[src/rtl/sync_fifo_cnt_pkg.sv]
// Shared operation encoding for the counter-based FIFO.
// Pure types/functions; no state, no latency.
package sync_fifo_cnt_pkg;

  // Bit 1 = read accepted, bit 0 = write accepted on this edge.
  typedef enum logic [1:0] {
    OP_IDLE = 2'b00,
    OP_WR   = 2'b01,
    OP_RD   = 2'b10,
    OP_BOTH = 2'b11
  } fifo_op_e;

  function automatic fifo_op_e decode_op(input logic wr_acc, input logic rd_acc);
    return fifo_op_e'({rd_acc, wr_acc});
  endfunction

endpackage

[src/rtl/sync_fifo_mem.sv]
// Storage array: one write port, one registered read port cleared by reset.
// Read data appears one cycle after rd; holds when rd is low; no backpressure.
module sync_fifo_mem #(
  parameter int unsigned DATA_WIDTH = 8,
  parameter int unsigned DATA_DEPTH = 8,
  parameter int unsigned ADDR_W     = $clog2(DATA_DEPTH)
) (
  input  logic                  clk,
  input  logic                  rst_n,
  input  logic                  wr,
  input  logic [ADDR_W-1:0]     wr_addr,
  input  logic [DATA_WIDTH-1:0] wr_data,
  input  logic                  rd,
  input  logic [ADDR_W-1:0]     rd_addr,
  output logic [DATA_WIDTH-1:0] rd_data
);

  logic [DATA_WIDTH-1:0] mem [DATA_DEPTH];

  // Array carries no reset so it can map onto plain RAM cells.
  always_ff @(posedge clk) begin
    if (wr) begin
      mem[wr_addr] <= wr_data;
    end
  end

  always_ff @(posedge clk or negedge rst_n) begin
    if (!rst_n) begin
      rd_data <= '0;
    end else if (rd) begin
      rd_data <= mem[rd_addr];
    end
  end

endmodule

[src/rtl/sync_fifo_cnt.sv]
// Single-clock FIFO; flags decode from an occupancy counter exported as fifo_cnt.
// Read data 1 cycle after accept; writes when full and reads when empty are dropped.
module sync_fifo_cnt
  import sync_fifo_cnt_pkg::*;
#(
  parameter int unsigned DATA_WIDTH = 8,
  parameter int unsigned DATA_DEPTH = 8
) (
  input  logic                          clk,
  input  logic                          rst_n,
  input  logic [DATA_WIDTH-1:0]         data_in,
  input  logic                          rd_en,
  input  logic                          wr_en,
  output logic [DATA_WIDTH-1:0]         data_out,
  output logic                          empty,
  output logic                          full,
  output logic [$clog2(DATA_DEPTH):0]   fifo_cnt
);

  localparam int unsigned ADDR_W = $clog2(DATA_DEPTH);
  localparam int unsigned CNT_W  = ADDR_W + 1;
  localparam logic [CNT_W-1:0] CNT_FULL = CNT_W'(DATA_DEPTH);

  logic [ADDR_W-1:0] wr_ptr;
  logic [ADDR_W-1:0] rd_ptr;
  logic [CNT_W-1:0]  cnt;
  logic              wr_acc;
  logic              rd_acc;
  fifo_op_e          op;

  assign empty  = (cnt == '0);
  assign full   = (cnt == CNT_FULL);
  assign wr_acc = wr_en & ~full;
  assign rd_acc = rd_en & ~empty;
  assign op     = decode_op(wr_acc, rd_acc);

  // Pointers wrap on their own since DATA_DEPTH is a power of two.
  always_ff @(posedge clk or negedge rst_n) begin
    if (!rst_n) begin
      wr_ptr <= '0;
      rd_ptr <= '0;
    end else begin
      if (wr_acc) wr_ptr <= wr_ptr + ADDR_W'(1);
      if (rd_acc) rd_ptr <= rd_ptr + ADDR_W'(1);
    end
  end

  always_ff @(posedge clk or negedge rst_n) begin
    if (!rst_n) begin
      cnt <= '0;
    end else begin
      case (op)
        OP_WR:   cnt <= cnt + CNT_W'(1);
        OP_RD:   cnt <= cnt - CNT_W'(1);
        default: cnt <= cnt;
      endcase
    end
  end

  // Accepted read and write never share an address: equal pointers means empty or full.
  sync_fifo_mem #(
    .DATA_WIDTH (DATA_WIDTH),
    .DATA_DEPTH (DATA_DEPTH),
    .ADDR_W     (ADDR_W)
  ) u_mem (
    .clk     (clk),
    .rst_n   (rst_n),
    .wr      (wr_acc),
    .wr_addr (wr_ptr),
    .wr_data (data_in),
    .rd      (rd_acc),
    .rd_addr (rd_ptr),
    .rd_data (data_out)
  );

  assign fifo_cnt = cnt;

endmodule

[config.mk]
export PLATFORM = sky130hd
export DESIGN_NAME = sync_fifo_cnt
export DESIGN_NICKNAME = d
export VERILOG_FILES = /design/src/rtl/sync_fifo_cnt_pkg.sv /design/src/rtl/sync_fifo_mem.sv /design/src/rtl/sync_fifo_cnt.sv
export SDC_FILE = /design/constraint.sdc
export NUM_CORES = 1
export LEC_CHECK = 0
export ABC_AREA = 1
export CAP_MARGIN = 20
export CORE_ASPECT_RATIO = 0.8
export CORE_MARGIN = 5
export CORE_UTILIZATION = 63
export DETAILED_ROUTE_END_ITERATION = 10
export DONT_BUFFER_PORTS = 1
export PLACE_DENSITY = 0.83
export SYNTH_ARGS = -nofsm -noshare
export SYNTH_HDL_FRONTEND = slang
export SYNTH_SLANG_ARGS = --single-unit
[constraint.sdc]
create_clock -name clk -period 2.39 [get_ports clk]
set_input_delay 0.3585 -clock clk [delete_from_list [all_inputs] [get_ports clk]]
set_output_delay 0.3585 -clock clk [all_outputs]
set_load 0.02 [all_outputs]
After elaboration in Yosys (flattened, before gate mapping)
Memory sizes are Yosys's and may differ from the RTL's. A register that Yosys moved wholly into a read port is not among the register bits.
Cells that the tools add are included.
{"block": "totals", "regBits": 10, "n_memories": 1, "word_cells": 21, "ramBits": 64}
{"memory": "u_mem.mem", "words": 8, "word_bits": 8, "rd": 1, "rd_ports_with_merged_regs": 1, "wr": 1, "line": "sync_fifo_mem.sv:18", "source": "logic [DATA_WIDTH-1:0] mem [DATA_DEPTH];"}
{"block": "op_classes", "bitwise_logic": 4, "n_eq_ne": 3, "n_reduce_logical": 3, "muxes": 3, "add_sub_neg": 4}
{"op": "4-bit case mux with 2 select lines", "count": 1}
{"op": "3-bit by 1-bit adder with 3-bit output (second input constant)", "count": 2}
{"op": "4-bit by 1-bit adder with 4-bit output (second input constant)", "count": 1}
{"op": "4-bit == test (second input constant)", "count": 1}
{"op": "4-bit logical NOT", "count": 1}
{"op": "4-bit by 1-bit subtractor with 4-bit output (second input constant)", "count": 1}
{"op": "1-bit bitwise AND", "count": 2}
{"op": "2-bit by 1-bit == test with 1-bit output (second input constant)", "count": 1}
{"op": "2-bit == test (second input constant)", "count": 1}
{"op": "1-bit 2-to-1 mux", "count": 2}
{"op": "1-bit NOT", "count": 2}
{"op": "2-bit nonzero test", "count": 1}
{"op": "1-bit logical NOT", "count": 1}

Depth between registers and ports, before layout
Gate-level depths: netlist of the first run.
{"block": "logic_depth", "ltp_word": 5, "mapped_depth": 14, "mapped_depth_nobuf": 13}

By module
From an unflattened synthesis of the first run, not the netlist that was laid out.
{"block": "hier_totals", "cells_unflattened": 362, "area_unflattened_um2": 3673.5}
{"mod": "sync_fifo_mem", "instances": 1, "cells_per_inst": 297, "seq_area_each_um2": 2122.0, "area_per_inst_um2": 3089.2}
{"mod": "sync_fifo_cnt", "instances": 1, "cells_per_inst": 65, "seq_area_each_um2": 250.2, "area_per_inst_um2": 584.3}

Worst setup path before layout of the first run
Ideal clock, no wire load.
{"block": "synth_timing", "path_type": "register to register", "startpoint": "register cnt[1], in the netlist fifo_cnt[1]", "endpoint": "register cnt[3], in the netlist fifo_cnt[3]", "n_path_buf": 1, "t_arrival_ps": 2041, "path_stages_with_launch": 13, "path_slack_ps": 233, "path_cell_list": "dfrtp_1 nor2_2 nand3_2 nand2_4 inv_2 buf_6 ha_1 ha_1 or2_2 nand3_1 nand2_1 nand2_1 nand2_1"}
{"block": "synth_between", "elab_chain_len": 5}
{"element": "start: declaration", "line": "sync_fifo_cnt.sv:26", "source": "logic [CNT_W-1:0] cnt;"}
{"element": "start signal: assignment", "line": "sync_fifo_cnt.sv:53", "source": "OP_WR: cnt <= cnt + CNT_W'(1);"}
{"element": "start signal: assignment", "line": "sync_fifo_cnt.sv:54", "source": "OP_RD: cnt <= cnt - CNT_W'(1);"}
{"element": "start signal: assignment", "line": "sync_fifo_cnt.sv:55", "source": "default: cnt <= cnt;"}
{"element": "4-bit logical NOT (*)", "line": "sync_fifo_cnt.sv:31", "source": "assign empty = (cnt == '0);"}
{"element": "1-bit NOT (*)", "line": "sync_fifo_cnt.sv:34", "source": "assign rd_acc = rd_en & ~empty;"}
{"element": "1-bit bitwise AND (*)", "line": "sync_fifo_cnt.sv:34"}
{"element": "net rd_acc", "line": "sync_fifo_cnt.sv:28", "source": "logic rd_acc;"}
{"element": "2-bit == test or 2-bit by 1-bit == test with 1-bit output (tied branches)", "line": "sync_fifo_cnt.sv:52", "source": "case (op)"}
{"element": "4-bit case mux with 2 select lines or 2-bit nonzero test (tied branches)"}
The timed path passes the listed nets; every way through them passes the cells marked *.
A chain may end at the register's enable or synchronous reset.

Worst setup path in the final report of the first run
{"block": "layout_timing", "startpoint": "register cnt[1], in the netlist fifo_cnt[1]", "endpoint": "register cnt[3], in the netlist fifo_cnt[3]"}
{"block": "layout_between", "elab_chain_len": 5}
{"element": "4-bit == test or 4-bit logical NOT (tied branches)", "line": "sync_fifo_cnt.sv:32, sync_fifo_cnt.sv:31"}
{"element": "1-bit NOT (on tied branches)", "line": "sync_fifo_cnt.sv:33, sync_fifo_cnt.sv:34"}
{"element": "1-bit bitwise AND (on tied branches)", "line": "sync_fifo_cnt.sv:33, sync_fifo_cnt.sv:34"}
{"element": "2-bit == test or 2-bit by 1-bit == test with 1-bit output (tied branches)", "line": "sync_fifo_cnt.sv:52"}
{"element": "4-bit case mux with 2 select lines or 2-bit nonzero test (tied branches)"}
Several ways; a longest one is shown, not always the timed one.

==> run summary, run 1 <==
Share of layout cells above drive strength 1 = 0.103
Crit start category = flip-flop
Post-Synthesis Cells = 361
Hold Path Origin = data_in[4]
Setup crit start = fifo_cnt[1]$_DFFE_PN0P_
Area Overhead vs Synth = 8.39%
Unique cell type count in the Yosys netlist = 22
Fillers = 428
Inserted Clock Buffers = 9
Post-Syn Area = 3640 µm²
CP max stage delay = 0.41 ns
Drt drc = 0
Routed via count = 2407
Initial detailed-routing violation count = 178
Setup repair bufs after CTS = 0
CTS hold repair buffers = 1
Achievable Freq = 466 MHz
PortBufs = 0
DRT Pass-1 Iters = 4
Root Driver = clkbuf_8
RSZ-0062 raised after global routing = no
Core ar. = 5530 µm²
Fin. max-slew vios = 0
GPL Wtd Cong = 0.825
Leakage power = 1.80 nW
Syn_nets = 379
Post-CTS sizing = 0
Clock-pin slew on the worst setup and hold paths = 0.09 ns
Final wirelength = 7380 µm
# setup viols final = 0
Min Tclk post-route = 2.15 ns
Yosys reg bits = 82
Synth warn = 0
Actual slew at the worst max-slew pin = 0.834 ns
Clk Latency, worst-skew pair = 0.35 ns
Final Cycle Share = 0.898
Crit-path max FO = 13
First-pass GRT wire length = 12200 µm
Critical-path cell list = nor2_2 > nand3_2 > nand2_4 > inv_2 > ha_1 > ha_1 > or2_2 > nand2_1 > nand3_1 > nand2_1 > nand2_1 > nand2_1
WS Path Type = flip-flop to flip-flop
Pwr Density = 1200 nW/µm²
Top_reg_cell synth = edfxtp_1
Clk sinks = 82
Detailed placer's ending HPWL = 4810 µm
Remaining Overflow, GRT = 0
I/O Pins = 26
Ys async rst share = 0.220
TritonCTS clock tree = done
Total Routing Usage GR = 0.221
Min-Delay Path Class = primary input to flip-flop
Worst path slowest cell = dfrtp_1
Pin count of the biggest net entering global routing = 34
Critical Path Most Common Cell = nand2_1
Sequential-to-total area share from yosys stat = 0.652
DIE AREA = 7400 µm²
Initial antenna violation count = 0
Die Ht = 78.0 µm
Synth top area cells = edfxtp_1 (53%), nand2_1 (13%), dfrtp_1 (12%), nand3_1 (7.3%), inv_1 (6.1%)
Final Hold Vio Count = 0
Via-to-Cell Ratio = 5.27
Max-Cap Viols = 0
Clock Path Buffers = 2
Most frequent cells in the layout = nand2_1 (123), edfxtp_1 (64), inv_1 (59)
Vias in the first global route = 2477
H-tree levels = 3
Run status = complete, no violations
ANT cells = 0
Number of routed nets with antenna violations = 0
Initial Util = 0.658
Most common cell after layout, fill and taps aside = nand2_1
Syn_area_per_cell = 10.1 µm²
CP arrival = 2.44 ns
Peak VDD IR = 0.000752 V
Die Wd = 95.0 µm
FP Rows = 24
R2R Path Start = fifo_cnt[1]$_DFFE_PN0P_
Share of the synthesized area in the top cell type = 0.528
Net count reported at finish = 392
Setup crit end kind = flip-flop
Fin Setup TNS = 0 ns
Routed wire per std cell = 16.1 µm
Post-synth top area cell = edfxtp_1
Final Util = 0.714
Skew final = 0.0132 ns
EDFF count, synth = 64
Required @ worst endpoint = 2.69 ns
Worst slew margin = 0.442
==> logic make-up (layout without fill, tap and decap cells) <==
logic type,Yosys count,count (layout),synth area share
XOR/XNOR,3,3,0.00723
AND/OR/NAND/NOR,191,191,0.223
adder cells (fa/ha/maj),6,6,0.0227
buffers and inverters,75,93,0.0891
AO/OA/AOI/OAI,4,4,0.00550
flip-flops,82,82,0.652
==> path summary, 6_finish.rpt <==
path	end	slack, ns	depth (start not counted)
max in group asynchronous	wr_ptr[1]$_DFFE_PN0P_	1.32	1
worst min register to register	wr_ptr[2]$_DFFE_PN0P_	0.55	2
min in group asynchronous	u_mem.rd_data[0]$_DFFE_PN0P_	0.54	1
worst max register to register	fifo_cnt[3]$_DFFE_PN0P_	0.24	12
worst min-delay path	u_mem.mem[2][4]$_DFFE_PP_	0.09	0
worst max-delay path	fifo_cnt[3]$_DFFE_PN0P_	0.24	12
==> cells in the mapped netlist, types with 2 or more instances <==
cell type,n
buf_6,4
ha_1,5
dfrtp_1,18
buf_2,7
nor2_2,2
nor2_1,8
inv_1,59
inv_2,3
nand2_1,123
edfxtp_1,64
xor2_1,2
nand3_1,53
o21ai_0,4
==> report_power, final <==
part | total, mW | leakage, nW | switching [mW] | internal [mW]
Clock | 0.926 | 0.0891 | 0.512 | 0.414
Combinational | 1.66 | 0.914 | 1.12 | 0.540
Sequential | 2.13 | 0.800 | 0.269 | 1.86
==> area by class of cell <==
class	instances	area, µm²	area share
inverters	63	236	0.0600
clock buffers	10	138	0.0349
clock inverters	6	50.0	0.0127
flip-flops and latches	82	2370	0.602
repair buffers	14	108	0.0273
well taps	78	97.6	0.0248
multi-input cells	204	941	0.239
==> worst max-delay path, delay by kind of cell, from the launching register on <==
| family | cells | cell delay, ns |
|---|---|---|
| DFF | 1 | 0.41 |
| and+or+nand+nor | 9 | 0.96 |
| adders and majority gates | 2 | 0.60 |
| buffers and inverters | 1 | 0.13 |
==> state kept, by name (all words and copies together) (netlist names) <==
| signal | flops |
|---|---|
| u_mem.mem | 64 |
| rd_ptr | 3 |
| u_mem.rd_data | 8 |
| wr_ptr | 3 |
| fifo_cnt | 4 |
==> per-stage QoR <==
step | setup WS (ns) | cells | power [mW] | area [µm²] | hold WS (ns)
floorplan | 0.233 | 361 | 3.38 | 3640 | 0.0629
global placement | 0.347 | 440 | 3.73 | 3740 | 0.0643
detailed placement | 0.276 | 440 | 3.79 | 3740 | 0.0642
CTS | 0.263 | 457 | 4.74 | 3940 | 0.0780
global route | 0.0737 | 457 | 5.06 | 3940 | 0.0610
finish | 0.243 | 457 | 4.71 | 3940 | 0.0928
==> routing by layer <==
metal	routed length [µm]	global-route usage
met1	3050	0.285
met2	3690	0.350
met3	525	0.0667
met4	108	0.0908
met5	0	0
Power figures use the tool's default switching activity.
==> run 2: changes to the inputs <==
--- a/constraint.sdc
+++ b/constraint.sdc
@@ -3,2 +3,2 @@
 set_output_delay 0.3585 -clock clk [all_outputs]
-set_load 0.02 [all_outputs]
+set_load 0.05 [all_outputs]
==> run 2 against run 1 <==
Effect of this change:
- critical path depth is 1 lower
- register-to-register slack improved by 0.05 ns
- combinational power up 7%
- global-route usage shrank 0.18 points
- die area did not move
- clock-buffer cell count stayed put
- routed wire length shrank 2.3%
- sequential share of layout area down 0.13 points
- hold slack about the same
- fmax grew 2.6%
- non-clock buffer count increased by 1
- critical endpoint unchanged
==> run summary, run 2 (synthesis gave the netlist of run 1 again) <==
Run status = complete, no violations
Hold slack = 0.0924 ns
Setup repair bufs after CTS = 0
Via-to-Cell Ratio = 5.21
Met2 usage in global routing = 0.340
GR met3 Demand/Resource = 0.0870
Setup crit end kind = flip-flop
I/O Pins = 26
Hold Path Origin = data_in[0]
Clock power share = 0.185
Final wirelength = 7210 µm
Required @ worst endpoint = 2.64 ns
R2R Path Start = fifo_cnt[3]$_DFFE_PN0P_
Clk Latency, worst-skew pair = 0.35 ns
Net count reported at finish = 393
Dpl ws = 0.313 ns
Worst path bufs/invs = 2
Drt drc = 0
Cell count of the worst reg-to-reg path = 11
Final Cycle Share = 0.876
R2R setup slack = 0.30 ns
H-tree levels = 3
CP delay by family, top = simple AND/OR/NAND/NOR gates
Min-Delay Path Class = primary input to flip-flop
Core ar. = 5530 µm²
Fin. max-slew vios = 0
# setup viols final = 0
Min Tclk post-route = 2.09 ns
Crit start category = flip-flop
Root Driver = clkbuf_8
Fillers = 428
Peak VDD IR = 0.000862 V
Clock Path Buffers = 2
Hold Path Stages = 0
Number of routed nets with antenna violations = 0
WS Path Type = flip-flop to flip-flop
DIE AREA = 7400 µm²
Reg power frac = 0.455
Final Util = 0.715
DRT Pass-1 Iters = 4
Die Ht = 78.0 µm
Post-route setup slack = 0.297 ns
Comb pwr share = 0.360
Most frequent cells in the layout = nand2_1 (123), edfxtp_1 (64), inv_1 (59)
Initial antenna violation count = 0
DP Cell Count = 441
Total Routing Usage GR = 0.219
Area Overhead vs Synth = 8.63%
Initial detailed-routing violation count = 192
Share of layout cells above drive strength 1 = 0.105
Pwr Density = 1260 nW/µm²
GPL Wtd Cong = 0.900
PortBufs = 0
Most Crowded Layer GR = met2
Max reg flops = 64
Initial Util = 0.658
Die Wd = 95.0 µm
Worst slew margin = 0.452
Achievable Freq = 478 MHz
Skew final = 0.00833 ns
Clk sinks = 82
Clock-pin slew on the worst setup and hold paths = 0.08 ns
Remaining Overflow, GRT = 0
Crit-path max FO = 10
First-pass GRT wire length = 11800 µm
Sw Pwr = 2.15 mW
Non-filler cells, final = 458
TritonCTS clock tree = done
Critical Path Most Common Cell = nand2_1
Detailed placer's ending HPWL = 4790 µm
CP max stage delay = 0.44 ns
Register with the highest flop count = u_mem.mem
Switching Share = 0.433
CP arrival = 2.35 ns
Most common cell after layout, fill and taps aside = nand2_1
Worst r2r dst = fifo_cnt[3]$_DFFE_PN0P_
Vias in the first global route = 2399
Fin Setup TNS = 0 ns
Area after DPL = 3750 µm²
FP Rows = 24
ANT cells = 0
Pin count of the biggest net entering global routing = 34
Routed wire per std cell = 15.7 µm
Routed via count = 2386
RSZ-0062 raised after global routing = no
Global Route met1 Usage = 0.270
Actual slew at the worst max-slew pin = 0.819 ns
Inserted Clock Buffers = 9
Final Cell Area = 3950 µm²
Cell-internal power = 2.81 mW
Leakage power = 1.81 nW
Final Hold Vio Count = 0
Max-Cap Viols = 0
Final Power = 4.96 mW
Critical-path cell list = inv_1 > nand3_2 > nand2_4 > inv_2 > ha_1 > ha_1 > or2_2 > nand3_1 > nand2_1 > nand2_1 > nand2_1
WHS Endpoint = u_mem.mem[0][0]$_DFFE_PP_
Worst path slowest cell = dfrtp_1
run 2: final cells by class:
type                            instances  area (µm²)  share of cell area
Clock buffer                           10         138              0.0348
Inverter                               63         236              0.0598
Clock inverter                          6        51.3              0.0130
Tap cell                               78        97.6              0.0247
Multi-Input combinational cell        204         941               0.238
Timing Repair Buffer                   15         115              0.0291
Sequential cell                        82        2370               0.600
run 2: worst reg2reg max path, cell delays in order, from the launching register on:
cell	delay [ns]
dfrtp_1	0.44
inv_1	0.13
nand3_2	0.12
nand2_4	0.14
inv_2	0.05
ha_1	0.25
ha_1	0.32
or2_2	0.30
nand3_1	0.09
nand2_1	0.05
nand2_1	0.05
nand2_1	0.05
run 2: how the worst max path moves through the flow:
stage | slack [ns] | to | start | depth (start not counted)
after floorplan | 0.07 | fifo_cnt[3]$_DFFE_PN0P_ | fifo_cnt[1]$_DFFE_PN0P_ | 12
after global placement | 0.43 | fifo_cnt[3]$_DFFE_PN0P_ | fifo_cnt[1]$_DFFE_PN0P_ | 11
after detailed placement | 0.31 | fifo_cnt[3]$_DFFE_PN0P_ | fifo_cnt[3]$_DFFE_PN0P_ | 11
after CTS | 0.30 | fifo_cnt[3]$_DFFE_PN0P_ | fifo_cnt[3]$_DFFE_PN0P_ | 11
after global routing | 0.17 | fifo_cnt[3]$_DFFE_PN0P_ | fifo_cnt[3]$_DFFE_PN0P_ | 12
final | 0.30 | fifo_cnt[3]$_DFFE_PN0P_ | fifo_cnt[3]$_DFFE_PN0P_ | 11
run 2: power by group through the flow:
stage	logic (mW)	registers (mW)	clock network (mW)
finish	1.78	2.26	0.917
detailed placement	1.78	2.29	0
floorplan	1.27	2.37	0
global placement	1.71	2.28	0
CTS	1.79	2.26	0.936
global route	2.01	2.29	1.01
run 2: what timing repair did:
item	4_1_cts	5_1_grt
gates resized for setup	0	0
hold buffers	1	0
hold endpoints to repair	18	0
setup endpoints to repair	0	0
run 2: per-layer routing:
layer / wire length, µm / part of all wire / up-vias
li1: - / - / 1173
met1: 2960 / 0.41 / 1111
met2: 3500 / 0.49 / 82
met3: 536 / 0.074 / 20
met4: 205 / 0.028 / 0
met5: 0 / 0 / -
